`src/rtl/seq_pattern_detector_pkg.sv`:
```
// Shared constants for the serial pattern detector: output-timing and overlap
// mode selectors, plus the width of the fill counter.
package seq_det_pkg;

  localparam int MODE_MEALY = 1;
  localparam int MODE_MOORE = 0;
  localparam int OVL_ON     = 1;
  localparam int OVL_OFF    = 0;

  // fill only has to reach PAT_W-1, so clog2(PAT_W) bits are enough (min 1)
  function automatic int fill_w(input int pat_w);
    return (pat_w <= 2) ? 1 : $clog2(pat_w);
  endfunction

endpackage

```
`src/rtl/seq_pattern_detector_sat_counter.sv`:
```
// Saturating up-counter. The sat flag is registered from the next count, so it
// rises in the same cycle the count reaches all ones.
module sat_counter #(
  parameter int W = 8
) (
  input  logic         clock,
  input  logic         clr,
  input  logic         inc,
  output logic [W-1:0] count,
  output logic         sat
);

  logic [W-1:0] r_count;
  logic [W-1:0] w_next;
  logic         r_sat;

  always_comb begin
    w_next = r_count;
    if (inc && !(&r_count)) w_next = r_count + W'(1);
  end

  always_ff @(posedge clock) begin
    if (clr) begin
      r_count <= '0;
      r_sat   <= 1'b0;
    end else begin
      r_count <= w_next;
      r_sat   <= &w_next;
    end
  end

  assign count = r_count;
  assign sat   = r_sat;

endmodule

```
`src/rtl/seq_pattern_detector.sv`:
```
// Programmable serial pattern detector: history shift register, fill counter
// and match logic, with Mealy/Moore output timing and a saturating match count.
module seq_pattern_detector
  import seq_det_pkg::*;
#(
  parameter int               PAT_W   = 4,
  parameter logic [PAT_W-1:0] PATTERN = 4'b1101,
  parameter int               MEALY   = MODE_MEALY,
  parameter int               OVERLAP = OVL_ON,
  parameter int               CNT_W   = 8
) (
  input  logic             clock,
  input  logic             reset,
  input  logic             clear,
  input  logic             x_valid,
  input  logic             x_in,
  output logic             y_out,
  output logic [CNT_W-1:0] match_count,
  output logic             count_sat
);

  localparam int            FW       = fill_w(PAT_W);
  localparam logic [FW-1:0] FILL_MAX = FW'(PAT_W - 1);

  logic [PAT_W-2:0] r_hist;
  logic [FW-1:0]    r_fill;
  logic [PAT_W-1:0] w_shift;
  logic             w_clr;
  logic             w_hit;

  assign w_clr   = reset | clear;
  assign w_shift = {r_hist, x_in};
  // a bit arriving under reset/clear is discarded, so it can never complete a match
  assign w_hit   = x_valid & ~w_clr & (w_shift == PATTERN) & (r_fill == FILL_MAX);

  always_ff @(posedge clock) begin
    if (w_clr) begin
      r_hist <= '0;
      r_fill <= '0;
    end else if (x_valid) begin
      r_hist <= w_shift[PAT_W-2:0];
      if (w_hit && OVERLAP == OVL_OFF) r_fill <= '0;
      else if (r_fill != FILL_MAX)     r_fill <= r_fill + FW'(1);
    end
  end

  generate
    if (MEALY == MODE_MEALY) begin : g_mealy
      assign y_out = w_hit;
    end else begin : g_moore
      logic r_y;
      always_ff @(posedge clock) begin
        if (w_clr) r_y <= 1'b0;
        else       r_y <= w_hit;
      end
      assign y_out = r_y;
    end
  endgenerate

  sat_counter #(.W(CNT_W)) u_cnt (
    .clock (clock),
    .clr   (w_clr),
    .inc   (w_hit),
    .count (match_count),
    .sat   (count_sat)
  );

endmodule

```
`config.mk`:
```
export PLATFORM = sky130hd
export DESIGN_NAME = seq_pattern_detector
export DESIGN_NICKNAME = d
export VERILOG_FILES = /design/src/rtl/seq_pattern_detector_pkg.sv /design/src/rtl/seq_pattern_detector_sat_counter.sv /design/src/rtl/seq_pattern_detector.sv
export SDC_FILE = /design/constraint.sdc
export NUM_CORES = 1
export LEC_CHECK = 0
export CORE_MARGIN = 3
export CORE_UTILIZATION = 30
export DETAILED_ROUTE_END_ITERATION = 6
export GPL_ROUTABILITY_DRIVEN = 1
export HOLD_SLACK_MARGIN = 0.15
export PLACE_DENSITY = 0.59
export SKIP_CTS_REPAIR_TIMING = 1
export SYNTH_ARGS = -nofsm -noshare
export SYNTH_HDL_FRONTEND = slang
export SYNTH_SLANG_ARGS = --single-unit
export TNS_END_PERCENT = 20
```
`constraint.sdc`:
```
create_clock -name clock -period 3.1 [get_ports clock]
set_input_delay 0.31 -clock clock [delete_from_list [all_inputs] [get_ports clock]]
set_output_delay 0.31 -clock clock [all_outputs]
set_load 0.03 [all_outputs]
```
==> out/results.tsv <==
metric	value	unit
drt drc	0	
Clock Tree Root	clkbuf_4	
fin nets	109	
Critical Path AT	2130	ps
Num CTS Buffers	3	
CTS tree	done	
mean post-synth cell area	8.92	µm²
per-cell routed wire length	12.7	µm
Final Hold Fails	0	
CP startpoint kind	input pin	
Post-synth EDFFs	0	
worst min path class	flip-flop to flip-flop	
Yosys warnings	0	
Slew Viols, Final	0	
final WL	1630	µm
H-tree lvl count	1	
CP bufs+invs	3	
Worst Skew	6.37	ps
CP max stage cell	clkdlybuf4s50_1	
Tightest Pin Transition	526	ps
# fillers	247	
Worst VDD drop	0.180	mV
Die Ht	56.9	µm
flops & latches, synth	14	
Power Total	0.330	mW
MaxCap Viol Count	0	
via count	693	
Post-Layout Cell Count	129	
Ant. Diodes	0	
top_reg_cell synth	dfxtp_1	
latest clock arrival within the worst-skew pair	280	ps
placed inst area	935	µm²
crit-path most repeated cell	clkdlybuf4s50_1	
Setup WS pre-CTS	640	ps
Reg area	280	µm²
Cells after Synth	87	
GR peak layer	met2	
first-pass GRT wire length	2770	µm
grt met1 use	12.9	%
vias in the first global route	625	
Final Instance Area	971	µm²
fin crit share	78.8	%
ys async rst share	0	%
CP required	2790	ps
P per Cell Area	340	mW/mm²
initial antenna violation count	0	
DR vias/cell	5.37	
Initial Util	33.2	%
1st-iter DRT viols	26	
Port-buffer cells	14	
syn_nets	94	
Rel. slew slack	64.7	%
Site Rows	17	
delay-heaviest family, CP	buffers and inverters	
fraction of layout cells with a size suffix above 1	10.9	%
final setup vio count	0	
RSZ-0062 raised after global routing	no	
dpl cells	125	
clock power share	39.7	%
clk sink count	14	
Area Growth Syn to Fin	25.2	%
Core Footprint	0.00234	mm²
final design utilization	41.5	%
setup slack after layout	656	ps
Final Critical Period	2440	ps
status	finished clean	
Lkg Pwr	0.367	nW
dpl hpwl	1230	µm
Routability Congestion	0.837	
register area share after synthesis	36.1	%
switching share of power	20.6	%
Clock transition at path regs	90	ps
area used by multi-input combinational logic	463	µm²
Gate power share	5.1	%
hold_ws	529	ps
critical path's largest stage delay	660	ps
CP Capture Type	output port	
worst-path fanout max	7	
gr usage total	11.4	%
final setup TNS	0	ps
net switching power	0.0678	mW
Die X	56.9	µm
GRT met2 Usage	17.7	%
First-pass DRT Iterations	4	
Fmax	409	MHz
Post-Syn Area	776	µm²
post-route ant nets	0	
die area	0.00323	mm²
critical path class	input pin to output port	
met3 usage	4.83	%
Seq pwr share	55.2	%
CTS max path bufs	2	
count of cell types in the netlist	39	
largest net degree at the start of global routing	12	
gr ovfl total	0	
CP Cell Sequence	clkdlybuf4s50_1 -> nand4bb_2 -> or2_4 -> clkinv_4 -> clkdlybuf4s50_1	
P_int	0.262	mW
total I/O pin count	15	
## cell families after synthesis
family,synth area share [%]
simple gates,32.6
compound gates,13.1
flops,36.1
buf+inv,4.19
xor+xnor,5.64
mux,5.16
fa+ha+maj,3.23
## cell usage in the layout (no fill, tap or decap), drive strengths merged, types with 3 or more instances in the layout
cell / instances
a31oi: 3
and2: 3
and3: 3
clkbuf: 4
clkdlybuf4s50: 14
dfxtp: 14
mux2i: 4
nand2: 3
nand3: 3
nand4: 3
nor2: 11
nor3: 3
xnor2: 4
## area by class of cell
type                            count  share of cell area (%)
Inverter                            3                    1.68
Clock buffer                        4                    3.74
Multi-Input combinational cell     66                    47.7
Timing Repair Buffer               14                    14.4
Sequential cell                    14                    28.9
Tap cell                           28                    3.61
## synthesized netlist by cell type (2+ instances only)
cell type,number,share of area [%]
clkbuf_1,3,1.5
nand3_1,3,1.9
nor2_1,11,5.3
nor3_1,3,1.9
inv_1,2,0.97
nand4b_1,2,2.3
o21ai_0,2,1.3
and3_1,3,2.4
ha_1,2,3.2
nand4_1,2,1.6
and2_1,2,1.6
a21oi_1,2,1.3
xnor2_1,4,4.5
nand2_1,3,1.5
mux2i_1,4,5.2
a31oi_1,3,2.4
dfxtp_1,14,36
## per-layer routing
layer  wire length [µm]  up-vias  share of wire, %
met1                730      314                45
met2                770       25                47
met3                102        4               6.2
met4                 31        0               1.9
met5                  0        -                 0
li1                   -      350                 -
## path summary, 6_finish.rpt
check / start / cells past startpoint / to / slack, ps
min reg2reg: r_hist[2]$_SDFFE_PP0P_ / 2 / r_hist[2]$_SDFFE_PP0P_ / 530
max: x_valid / 5 / y_out / 660
max reg2reg: u_cnt.count[0]$_SDFF_PP0_ / 5 / u_cnt.sat$_SDFF_PP0_ / 1180
min: r_hist[2]$_SDFFE_PP0P_ / 2 / r_hist[2]$_SDFFE_PP0P_ / 530
## power groups by stage
stage	logic (mW)	registers (mW)	clock network, mW
6_report	0.0170	0.182	0.131
5_1_grt	0.0187	0.182	0.147
4_1_cts	0.0174	0.182	0.137
3_5_place_dp	0.0173	0.186	0
3_3_place_gp	0.0171	0.186	0
2_1_floorplan	0.00887	0.186	0
## registers in the layout, indices dropped and copies added, names as in the netlist
name / flops
r_hist: 3
u_cnt.count: 8
r_fill: 2
u_cnt.sat: 1
## worst min-delay path, delay by kind of cell, from the launching register on
family           cells  cell delay [ps]
DFF                  1              350
muxes                1               70
and+or+nand+nor      1               80
Power figures use the tool's default switching activity.
